===== config.mk =====
export PLATFORM = sky130hd
export DESIGN_NAME = ram_arbiter
export DESIGN_NICKNAME = d
export VERILOG_FILES = /design/src/rtl/katp91_ram_pkg.sv /design/src/rtl/ram_arb_pick.sv /design/src/rtl/ram_arbiter.sv
export SDC_FILE = /design/constraint.sdc
export NUM_CORES = 1
export LEC_CHECK = 0
export CORE_UTILIZATION = 40
export DETAILED_ROUTE_END_ITERATION = 10
export GPL_ROUTABILITY_DRIVEN = 0
export PLACE_DENSITY = 0.85
export SYNTH_ARGS = -nofsm -noshare
export SYNTH_HDL_FRONTEND = slang
export SYNTH_SLANG_ARGS = --single-unit

===== constraint.sdc =====
create_clock -name clk -period 2.55 [get_ports clk]
set_input_delay 0.51 -clock clk [delete_from_list [all_inputs] [get_ports clk]]
set_output_delay 0.51 -clock clk [all_outputs]
set_load 0.01 [all_outputs]

===== src/rtl/katp91_ram_pkg.sv =====
// Shared definitions for the two-requester RAM arbiter.
//   ADDR_W_DEF / DATA_W_DEF : default RAM word-address and word widths
//   REQ_CPU / REQ_DMA       : requester indices into req/gnt/done
//   state_t                 : arbiter FSM states
package katp91_ram_pkg;

    localparam int ADDR_W_DEF = 11;
    localparam int DATA_W_DEF = 16;

    localparam int REQ_CPU = 0;
    localparam int REQ_DMA = 1;

    typedef enum logic [1:0] {
        IDLE = 2'd0,
        CMD  = 2'd1,
        RESP = 2'd2
    } state_t;

endpackage


===== src/rtl/ram_arb_pick.sv =====
// Combinational 2-way picker for the RAM arbiter.
//   req  [1:0] : pending requests (bit 0 = CPU, bit 1 = DMA)
//   last       : requester served most recently (0 = CPU, 1 = DMA)
//   win  [1:0] : one-hot winner, all zero when req == 0
// Build option: RAM_ARB_ROUND_ROBIN_EN selects round-robin tie-breaking
// (priority to the requester not served last); otherwise the CPU always
// wins ties.
module ram_arb_pick
    import katp91_ram_pkg::*;
(
    input  logic [1:0] req,
    input  logic       last,
    output logic [1:0] win
);

`ifdef RAM_ARB_ROUND_ROBIN_EN
    always_comb begin
        win = 2'b00;
        if (req[REQ_CPU] && req[REQ_DMA]) begin
            // Tie: the one that did not go last goes now.
            if (last) begin
                win[REQ_CPU] = 1'b1;
            end else begin
                win[REQ_DMA] = 1'b1;
            end
        end else if (req[REQ_CPU]) begin
            win[REQ_CPU] = 1'b1;
        end else if (req[REQ_DMA]) begin
            win[REQ_DMA] = 1'b1;
        end
    end
`else
    // Fixed priority does not need the history pointer.
    logic unused_last;
    assign unused_last = last;

    always_comb begin
        win = 2'b00;
        if (req[REQ_CPU]) begin
            win[REQ_CPU] = 1'b1;
        end else if (req[REQ_DMA]) begin
            win[REQ_DMA] = 1'b1;
        end
    end
`endif

endmodule


===== src/rtl/ram_arbiter.sv =====
// Two-requester arbiter in front of a single-port synchronous RAM.
// Each access takes IDLE/RESP (grant) -> CMD (RAM strobe) -> RESP (done),
// so gnt-to-done latency is 2 cycles and back-to-back throughput is one
// access per 2 cycles (a new grant may be issued in the RESP cycle).
// Ports:
//   clk, rst_n              : clock, synchronous active-low reset
//   req[1:0]                : requests (bit 0 = CPU, bit 1 = loader/DMA)
//   addr0/1, we0/1, wdata0/1: per-requester access, sampled only on gnt
//   gnt[1:0]                : one-cycle pulse, request accepted and latched
//   done[1:0]               : one-cycle pulse, access complete
//   rdata                   : shared read data, holds last read value
//   ram_addr/enable/write/read/wdata : RAM side command
//   ram_rdata               : RAM registered read data (one cycle after CMD)
// Build option: RAM_ARB_ROUND_ROBIN_EN (see ram_arb_pick).
module ram_arbiter
    import katp91_ram_pkg::*;
#(
    parameter int ADDR_W = ADDR_W_DEF,
    parameter int DATA_W = DATA_W_DEF
)
(
    input  logic              clk,
    input  logic              rst_n,
    input  logic [1:0]        req,
    input  logic [ADDR_W-1:0] addr0,
    input  logic [ADDR_W-1:0] addr1,
    input  logic              we0,
    input  logic              we1,
    input  logic [DATA_W-1:0] wdata0,
    input  logic [DATA_W-1:0] wdata1,
    output logic [1:0]        gnt,
    output logic [1:0]        done,
    output logic [DATA_W-1:0] rdata,
    output logic [ADDR_W-1:0] ram_addr,
    output logic              ram_enable,
    output logic              ram_write,
    output logic              ram_read,
    output logic [DATA_W-1:0] ram_wdata,
    input  logic [DATA_W-1:0] ram_rdata
);

    state_t            state_reg;
    state_t            state_next;
    logic              owner_reg;
    logic              we_reg;
    logic [ADDR_W-1:0] addr_reg;
    logic [DATA_W-1:0] wdata_reg;
    logic [DATA_W-1:0] rdata_reg;
    logic              last_reg;

    logic [1:0]        win;
    logic              win_idx;
    logic              resp_active;

    logic [ADDR_W-1:0] addr_in  [2];
    logic              we_in    [2];
    logic [DATA_W-1:0] wdata_in [2];

    assign addr_in[REQ_CPU]  = addr0;
    assign addr_in[REQ_DMA]  = addr1;
    assign we_in[REQ_CPU]    = we0;
    assign we_in[REQ_DMA]    = we1;
    assign wdata_in[REQ_CPU] = wdata0;
    assign wdata_in[REQ_DMA] = wdata1;

    ram_arb_pick u_pick (
        .req  (req),
        .last (last_reg),
        .win  (win)
    );

    assign win_idx = win[REQ_DMA];

    always_comb begin
        state_next  = state_reg;
        gnt         = 2'b00;
        resp_active = 1'b0;
        ram_enable  = 1'b0;
        ram_write   = 1'b0;
        ram_read    = 1'b0;
        ram_addr    = '0;
        ram_wdata   = '0;

        case (state_reg)
            CMD: begin
                ram_enable = 1'b1;
                ram_write  = we_reg;
                ram_addr   = addr_reg;
                ram_wdata  = wdata_reg;
                state_next = RESP;
            end
            default: begin
                // IDLE and RESP are both arbitration points; an unused
                // encoding behaves as IDLE.
                resp_active = (state_reg == RESP);
                ram_read    = resp_active && !we_reg;
                if (|req) begin
                    gnt        = win;
                    state_next = CMD;
                end else begin
                    state_next = IDLE;
                end
            end
        endcase

        // Reset kills the cycle outright: no grant that would be lost,
        // no done for an aborted access, nothing on the RAM bus.
        if (!rst_n) begin
            state_next  = IDLE;
            gnt         = 2'b00;
            resp_active = 1'b0;
            ram_enable  = 1'b0;
            ram_write   = 1'b0;
            ram_read    = 1'b0;
            ram_addr    = '0;
            ram_wdata   = '0;
        end
    end

    generate
        for (genvar gi = 0; gi < 2; gi++) begin : g_done
            assign done[gi] = resp_active && (owner_reg == (gi == REQ_DMA));
        end
    endgenerate

    // Read data passes straight through in a read RESP and is held after.
    assign rdata = ram_read ? ram_rdata : rdata_reg;

    always_ff @(posedge clk) begin
        if (!rst_n) begin
            state_reg <= IDLE;
            owner_reg <= 1'b0;
            we_reg    <= 1'b0;
            addr_reg  <= '0;
            wdata_reg <= '0;
            rdata_reg <= '0;
            // Pretend DMA went last so the first tie goes to the CPU.
            last_reg  <= 1'b1;
        end else begin
            state_reg <= state_next;
            if (|gnt) begin
                owner_reg <= win_idx;
                we_reg    <= we_in[win_idx];
                addr_reg  <= addr_in[win_idx];
                wdata_reg <= wdata_in[win_idx];
                last_reg  <= win_idx;
            end
            if (ram_read) begin
                rdata_reg <= ram_rdata;
            end
        end
    end

endmodule


==> reports/qor.csv <==
stage,metric,value,unit
outcome,status,completed,
logic_synthesis,synth.most_common_cell,nand2_1,
hold_path,hp-start,addr_reg[3],
final_layout,nFillCells,388,
pwr,pwr-share-clk,32.7,%
placed_design,placed_cell_area,3565,sq um
cts,cts_tree,yes,
grt,grt_use_total,20.88,%
logic_synthesis,synthArstFlopShare,0,%
pwr,power.switching,0.3895,mW
grt,grt_max_degree,30,
floorplan,ios,126,
critical_path,r2r_start,state_reg[1],
route,dr.pass1.iters,4,
timing,setup_viol,0,
floorplan,initial_core_util,41.79,%
critical_path,required,2.04,ns
grt,antenna_found_initial,0,
cts,clockBufferDepth,2,
cts,htree_levels,2,
hold_path,hp-class,reg -> reg,
timing,whs,0.4563,ns
critical_path,cp_max_fo,3,
logic_synthesis,yosys-top-cells-area,"dfxtp_1 (44%), mux2i_1 (13%), o2bb2ai_1 (11%)",
floorplan,rows,26,
logic_synthesis,yosys.area.top_type,dfxtp_1,
cts,hold_buffers,0,
grt,overflow,0,
final_layout,num-nets-final,448,
logic_synthesis,avgSynthCellArea,9.321,sq um
timing,fmax,0.4100,GHz
logic_synthesis,synth_edf_count,0,
cts,insertion_delay,0.29,ns
cts,cts_made_buffers,5,
pwr,switching_share,22.88,%
logic_synthesis,synth-seq-area-share,44.08,%
pwr,power_density,453.5,nW/um^2
hold_path,min_path_cells,1,
critical_path,path_class,in -> out,
final_layout,fin_util,73.49,%
route,drt_iter0_drc,69,
final_layout,multi_input_area,1090,sq um
floorplan,dieArea,5633,sq um
route,vias_per_cell,4.806,
pwr,power_frac_comb,20.1,%
final_layout,final_layout_size_suffix_gt1_share,11.26,%
timing,max-slew-margin-rel,68.92,%
floorplan,fp.dieH,75.05,um
logic_synthesis,syn_nets,305,
critical_path,critical_path.max_stage_delay,0.56,ns
timing,grt_setup_unrepaired,no,
critical_path,crit_family,buffers and inverters,
placed_design,io_buffers,125,
critical_path,crit_path_frequent_cell,clkdlybuf4s50_1,
route,wl_per_cell,13.36,um
route,drcViolationCount,0,
route,dr_total_vias,2129,
critical_path,path_cells,"clkdlybuf4s50_1, nor2b_4, and3_1, clkdlybuf4s50_1",
route,postRouteAntennaNets,0,
logic_synthesis,synthCells,229,
logic_synthesis,syn-cell-area,2135,sq um
timing,slew_violations,0,
run,max-cap-violations,0,
timing,post-route-min-period,2.439,ns
floorplan,design.core.area,5107,sq um
logic_synthesis,synth.cells.most_frequent,"nand2_1 (48), dfxtp_1 (47), and2_1 (28), mux2i_1 (28), o2bb2ai_1 (28)",
final_layout,final-seq-area,940.9,sq um
pwr,peakVddDrop,0.0002421,V
logic_synthesis,ys_types,23,
final_layout,antenna_cells,0,
critical_path,cp_data_arrival_time,1.93,ns
critical_path,critPathLaunchType,primary input,
timing,fin_crit_sh,95.65,%
grt,grt_pass1_wl,8.797,mm
floorplan,fp.dieW,75.05,um
critical_path,r2r-end,addr_reg[7],
route,drt_wl_total,5.919,mm
critical_path,worstRegToRegCells,5,
cts,post-cts-setup-buffers,0,
critical_path,ff2ff_setup_slack,1.18,ns
pwr,seqPwrFrac,47.2,%
final_layout,postLayoutCellArea,3754,sq um
logic_synthesis,ys_warn_count,0,
critical_path,path_buf_inv,2,
timing,skew,0.007653,ns
critical_path,cp_slowest_cell,clkdlybuf4s50_1,
logic_synthesis,synth_seq_cells,47,
final_layout,syn_to_final_growth,75.85,%
logic_synthesis,synth_top_area_share,44.08,%
logic_synthesis,synth_flop_cell,dfxtp_1,
pwr,internal_power,1.313,mW
pwr,p_leak,1.519,nW
timing,hold_viol,0,
critical_path,cp-end-kind,primary output,
hold_path,min_to,addr_reg[3],
cts,clk_pin_slew,0.08,ns
cts,cts_root_buf,clkbuf_8,
cts,cts.sinks,47,
placed_design,hpwl,4.192,mm
timing,worst_slew_pin_slew,0.4662,ns
grt,grt_pass1_vias,1951,
[area by class of cell]
class                      count  area share, %
timing repair buffer         151          39.67
clock inverter                 2         0.9333
multi-input combinational    162          29.03
tap                           70          2.333
clock buffer                   6          2.200
timing repair inverter         2         0.4000
inverter                       3         0.3667
sequential                    47          25.07
[timing repair]
action / CTS / global route
pin swaps: 1 / 0
cloned: 3 / 0
setup endpoints to repair: 45 / 10
resized for setup: 6 / 3
hold endpoints to repair: 0 / 0
[layout by cell type (no fill, tap or decap), types with 2 or more instances in the layout]
cell / count
buf_4: 23
clkdlybuf4s50_1: 123
clkinvlp_4: 2
nand2_1: 48
inv_1: 2
o2bb2ai_1: 28
mux2i_1: 28
a21oi_1: 17
and2_1: 28
clkbuf_8: 6
and3_1: 2
dfxtp_1: 47
[per-layer routing]
layer / up-vias / routed length, um / track usage (%)
met5: - / 0 / 0
met4: 0 / 77 / 5.241
met3: 6 / 350 / 6.158
met2: 71 / 2981 / 37.24
met1: 975 / 2509 / 24.48
li1: 1077 / - / -
[per-stage QoR]
step	worst slack [ns]	TNS [ns]	power, mW	instances
final	0.1109	0	1.702	443
after global routing	0.02078	0	1.780	443
after CTS	0.05744	0	1.718	443
after detailed placement	-0.1597	-4.350	1.154	432
after global placement	-0.07986	-2.359	1.146	432
after floorplan	0.8174	0	0.9586	229
[worst register-to-register path: stages, from the launching register on]
cell       delay [ns]
dfxtp_1          0.35
nand2b_1         0.19
buf_4            0.18
a21oi_4          0.10
buf_4            0.31
o2bb2ai_1        0.16
[kinds of logic after synthesis]
logic type	after synthesis	share of synthesized area [%]
flip-flops	47	44.08
AO/OA/AOI/OAI	47	16.59
AND/OR/NAND/NOR	87	20.11
buffers and inverters	20	6.096
multiplexers	28	13.13
[worst max path at each step]
stage,startpoint,end,slack (ns),cells past startpoint
CTS,rst_n,rdata[5],0.06,6
detailed placement,rst_n,rdata[13],-0.16,6
global route,state_reg[0],rdata[5],0.02,5
floorplan,req[1],gnt[1],0.82,4
global placement,rst_n,rdata[13],-0.08,6
finish,req[1],gnt[1],0.11,4
[power by group through the flow]
stage | Clock, mW | Combinational (mW) | Sequential (mW)
final | 0.557 | 0.342 | 0.804
after global routing | 0.602 | 0.368 | 0.809
after CTS | 0.569 | 0.344 | 0.804
after detailed placement | 0 | 0.334 | 0.820
after global placement | 0 | 0.327 | 0.818
after floorplan | 0 | 0.145 | 0.814
Note: power is estimated with default switching activity, not from simulation.
